$ cat src/rtl/rv32_input_reg.sv
// rv32_input_reg: PicoRV32 MMIO slave exposing synchronized, debounced switches and
// buttons plus sticky write-one-to-clear button-press flags.
module rv32_input_reg #(
   parameter int SWITCHES = 16,
   parameter int BUTTONS = 4,
   parameter int DEBOUNCE_CYCLES = 500000
) (
   input  logic                clk,
   input  logic                rst,
   input  logic                rv32_valid,
   output logic                rv32_ready,
   input  logic [3:0]          rv32_addr,
   input  logic [31:0]         rv32_wdata,
   input  logic [3:0]          rv32_wstrb,
   output logic [31:0]         rv32_rdata,
   input  logic [SWITCHES-1:0] sw_in,
   input  logic [BUTTONS-1:0]  btn_in
);
   localparam int N = SWITCHES + BUTTONS;
   localparam int CW = $clog2(DEBOUNCE_CYCLES + 1);
   localparam logic [CW-1:0] LAST = CW'(DEBOUNCE_CYCLES - 1);
   logic [N-1:0] s1, s2, st, take;
   logic [CW-1:0] cnt [N];
   logic [BUTTONS-1:0] pressed, rise, clr;
   logic [31:0] sel;
   logic accept, write, unused;
   assign accept = rv32_valid && !rv32_ready;
   assign write = |rv32_wstrb;
   // a button latch sets on the very edge its debounced level flips to 1
   assign rise = take[N-1:SWITCHES] & s2[N-1:SWITCHES];
   assign clr = (accept && rv32_addr[3:2] == 2'd2 && rv32_wstrb[0]) ? rv32_wdata[BUTTONS-1:0] : '0;
   assign unused = ^{rv32_addr[1:0], rv32_wdata, rv32_wstrb[3:1]};
   always_comb begin
      take = '0;
      for (int i = 0; i < N; i++)
         take[i] = s2[i] != st[i] && cnt[i] == LAST;
   end
   always_comb
      sel = rv32_addr[3:2] == 2'd0 ? 32'(st[SWITCHES-1:0]) :
            rv32_addr[3:2] == 2'd1 ? 32'(st[N-1:SWITCHES]) :
            rv32_addr[3:2] == 2'd2 ? 32'(pressed) : '0;
   always_ff @(posedge clk)
      if (rst) begin
         s1 <= '0;
         s2 <= '0;
         st <= '0;
         pressed <= '0;
         rv32_ready <= 1'b0;
         rv32_rdata <= '0;
         for (int i = 0; i < N; i++)
            cnt[i] <= '0;
      end else begin
         s1 <= {btn_in, sw_in};
         s2 <= s1;
         st <= st ^ take;
         for (int i = 0; i < N; i++)
            cnt[i] <= (s2[i] == st[i] || take[i]) ? '0 : cnt[i] + 1'b1;
         pressed <= (pressed & ~clr) | rise;
         rv32_ready <= accept;
         if (accept)
            rv32_rdata <= write ? '0 : sel;
      end
endmodule

$ cat config.mk
export PLATFORM = sky130hd
export DESIGN_NAME = rv32_input_reg
export DESIGN_NICKNAME = d
export VERILOG_FILES = /design/src/rtl/rv32_input_reg.sv
export SDC_FILE = /design/constraint.sdc
export NUM_CORES = 1
export LEC_CHECK = 0
export ABC_AREA = 1
export ABC_CLOCK_PERIOD_IN_PS = 2100
export CORE_UTILIZATION = 40
export DETAILED_ROUTE_END_ITERATION = 6
export PLACE_DENSITY_LB_ADDON = 0.05
export SLEW_MARGIN = 0
export SYNTH_ARGS = -nofsm -noshare
export SYNTH_HDL_FRONTEND = slang
export SYNTH_SLANG_ARGS = --single-unit
$ cat constraint.sdc
create_clock -name clk -period 2.1 [get_ports clk]
set_input_delay 0.42 -clock clk [delete_from_list [all_inputs] [get_ports clk]]
set_output_delay 0.42 -clock clk [all_outputs]
set_load 0.005 [all_outputs]
Word level (Yosys, flattened, before mapping)
Memory sizes are Yosys's and may differ from the RTL's.
Index checks and enable logic that the tools add are counted.

storage, ports and cells
  register bits after elaboration = 97
  memory bits (writable) = 380
  input port bits = 63
  output and inout port bits = 33
  logic and storage cells = 208
  memories kept = 1

memories
  name  words  width  read ports  clocked after memory_dff  write ports  RTL line  source
  cnt   20     19     20          0                         20           23        logic [CW-1:0] cnt [N];

operators by class
  add/sub/neg operators = 20
  equal/unequal tests = 62
  muxes and demuxes = 48
  bitwise gates (word level) = 25
  reduce and logical (&&, ||, !) cells = 46

operator list
  kind                   count
  $mux 19                40
  $add 19x1->19 const B  20
  $eq 19x19->1 const B   20
  $mux 16                2
  $logic_and 1x1->1      23
  $eq 1x1->1             20
  $logic_or 1x1->1       20
  $ne 1x1->1             20
  $or 1x1->1             20
  $xor 20x20->20         1
  $mux 4                 3
  $and 4x4->4            2
  $not 4->4              1
  $or 4x4->4             1
  $reduce_or 4->1        1
  $mux 1                 3
  $eq 2x1->1 const B     1
  $eq 2x2->1 const B     1
  $logic_not 2->1        1
  $logic_not 1->1        1

Logic depth before layout (Yosys ltp)
  word-level depth = 8
  gate-level depth with buffers = 10
  depth with buffers taken out = 10

Worst setup path after synthesis
Ideal clock, no wire load.

  path type = register -> register
  from = memory cnt[0][171] in the netlist's numbering
  to = memory cnt[0][185] in the netlist's numbering
  library setup time = 0.111 ns
  arrival = 1.329 ns
  data required time = 1.989 ns
  setup slack = 0.660 ns
  cell stages (with the launch flop) = 8
  path buffers = 1
  clock period less this slack = 1.440 ns
  path through = dfxtp_1 > ha_1 > nand3_4 > clkinv_4 > nand3_2 > o21bai_4 > buf_12 > nor2_2

RTL lines
  what             RTL line
  start, declared  23

Final worst setup path
  from = register rv32_rdata[1]
  to = output rv32_rdata[1]

RTL lines
  what                    RTL line  source
  start, declared         15        output logic [31:0] rv32_rdata,
  start signal, assigned  61        rv32_rdata <= write ? '0 : sel;

No word-level cell between the ends.

==> results.yml <==
drt:
  dr_wl_met2_microns: 21610
  vias: 19580
  wl_met3_microns: 1814
  drtPass1Iterations: 5
  avgViaCountPerCell: 4.681
  drt_wl_total_microns: 48500
  avgRoutedWirePerCell_microns: 11.60
  drt_iter0_drc: 944
  met1_length_microns: 23900
  drcViolationCount: 0
  antenna_left: 0
  top_layer_used: "met4"
job:
  maxCapViolCount: 0
global_routing:
  grt_antenna_before_repair: 0
  grtUsageTotal: 0.1741
  grt-ovfl-total: 0
  grt_pass1_wl_microns: 84430
  grt_start_max_net_pins: 48
  grt_pass1_vias: 18520
worst_setup_path:
  crit_family: "buffers and inverters"
  end_kind: "primary output"
  cp.arrival_ns: 1.63
  crit_chain: "clkdlybuf4s50_1"
  path_buf_inv: 1
  worstPathRequired_ns: 1.68
  critPathMaxFanout: 2
  criticalPathCategory: "flip-flop to primary output"
  slowest_stage: "clkdlybuf4s50_1"
  startpoint_type: "flip-flop"
  max_stage_delay_ns: 0.64
synthesis:
  async_flop_share: 0
  ys_top_cells_by_count: "nand2_1 (805), nor2_1 (685), dfxtp_1 (461), inv_1 (401), nand3_1 (212)"
  synth_top_area_frac: 0.4093
  synth_edf_count: 0
  synth_top_area_cell: "dfxtp_1"
  syn_area_per_cell_sq_um: 6.833
  syn-instance-count: 3300
  ys_warn_count: 0
  seq_area_frac_synth: 0.4093
  syn_area_sq_um: 22550
  ys_ff_latch: 461
  yosys.cell_types.count: 40
  synth_most_common_cell: "nand2_1"
  synth.area.top_cells: "dfxtp_1 (41%), nand2_1 (13%), nor2_1 (11%), inv_1 (6.7%), nand3_1 (4.7%)"
  ys.flop_type: "dfxtp_1"
finish:
  diodes: 0
  layout.cells.non_filler: 4182
  drive_gt1_frac: 0.06902
  design_area_sq_um: 25690
  area_growth_pct: 13.91
  fin_util: 0.4635
  nNetsFinal: 3475
worst_hold_path:
  min_path_type: "primary input to flip-flop"
status:
  outcome: "completed"
die:
  die_area_sq_um: 57330
  ioPinCount: 96
  row_count: 86
  die_w_microns: 239.4
  die_y_microns: 239.4
  core_region_area_sq_um: 55420
  start_util: 0.4069
pwr:
  p_int_mw: 14.94
  p_leak_nw: 8.976
  switching_share: 0.2065
  p_comb_frac: 0.017
  p_switching_mw: 3.887
  ir_worst_vdd_v: 0.0006022
  power_frac_clock: 0.514
  powerDensity_nw_per_um2: 732.9
  p_total_mw: 18.83
  pwr-share-seq: 0.469
cts:
  cts.sinks: 461
  htree_levels: 2
  clk_latency_ns: 0.60
  root_buffer: "clkbuf_16"
  cts_resized: 0
  post_cts_buffers: 0
  cts_hold_buf: 0
  cts_buffers: 53
  cts_tree: "yes"
  clk_path_buf_depth: 3
  path_clk_slew_ns: 0.06
place:
  postPlaceCellArea_sq_um: 23840
  place_inst: 4085
  io_buffers: 49
  gp_congestion: 0.8612
  hpwl_microns: 35580
sta:
  setup-violations-final: 0
  finalSetupTns_ns: 0
  finalMaxSlewViolations: 0
  skew_ns: 0.01761
  hold_viol: 0
  worst_pin_slew_ns: 0.5369
  period_share: 0.9781
  relSlewSlack: 0.6407
  rsz0062_at_grt: "false"
  max_clock_freq_mhz: 486.8
  min_period_ns: 2.054
worst paths after layout:
| check | startpoint | end | slack, ns | cells past startpoint |
|---|---|---|---|---|
| setup / recovery | rv32_rdata[1] | rv32_rdata[1] | 0.05 | 1 |
| hold / removal | rst | flip-flop | 0.26 | 4 |
| setup reg to reg | cnt[0][152] | cnt[0][168] | 0.31 | 8 |
| hold reg to reg | s1[11] | s2[11] | 0.39 | 2 |
cell type report:
cell class	instances	area, sq um
clock buffer	80	1580
clock inverter	17	264.0
fill	5736	29730
inverter	407	1533
multi-input combinational	2398	11450
sequential	461	9229
tap	748	935.9
timing repair buffer	71	690.7
worst register-to-register path, delay by kind of cell (launching register included):
family        cells  cell delay (ns)
buf+inv           3             0.33
flops             1             0.39
fa+ha+maj         1             0.22
simple gates      4             0.76
per-stage QoR:
| stage | hold WS, ns | setup slack [ns] |
|---|---|---|
| after global routing | 0.2763 | 0.001526 |
| after detailed placement | 0.3916 | 0.2573 |
| final | 0.2641 | 0.04589 |
| after floorplan | 0.3883 | 0.6597 |
| after global placement | 0.3927 | 0.2846 |
| after CTS | 0.2353 | 0.01205 |
kinds of logic after synthesis:
kind of cell	synth area share
adders and majority gates	0.01110
and+or+nand+nor	0.3883
buffers and inverters	0.08540
DFF	0.4093
other	0.0001663
xor gates and xnor gates	0.05593
AOI/OAI and AO/OA	0.04983
power groups by stage:
stage                     clock network [mW]  logic (mW)  registers, mW
final                                   9.69       0.314           8.83
after global routing                    10.4       0.355           8.83
after CTS                               10.1       0.322           8.82
after detailed placement                   0       0.321           9.02
after global placement                     0       0.319           9.02
after floorplan                            0       0.203           9.01
registers in the layout, indices dropped and copies added, names as in the netlist, named ones only:
signal,flops
cnt,380
pressed,4
rv32_rdata,16
rv32_ready,1
s1,20
s2,20
cells in the final DEF (no fill, tap or decap), drive strengths merged, types with 6 or more instances in the layout:
master	Yosys	routed
nor3	61	61
xnor2	29	29
bufinv	0	7
clkdlybuf4s50	0	48
xor2	115	115
ha	20	20
o21ai	34	34
dfxtp	461	461
buf	47	23
o21bai	6	6
a31oi	7	7
clkinv	1	10
conb	1	16
nand4	93	93
inv	406	407
a21oi	157	157
or2	49	49
nand3b	26	26
nand2	824	824
nand3	234	234
clkbuf	2	80
nor2	723	723
metal layers:
layer | up-vias | track usage
met1 | 8777 | 0.2290
met2 | 231 | 0.2884
met5 | - | 0
met3 | 73 | 0.02939
met4 | 0 | 0.05653
li1 | 10500 | -
Note: power is estimated with default switching activity, not from simulation.
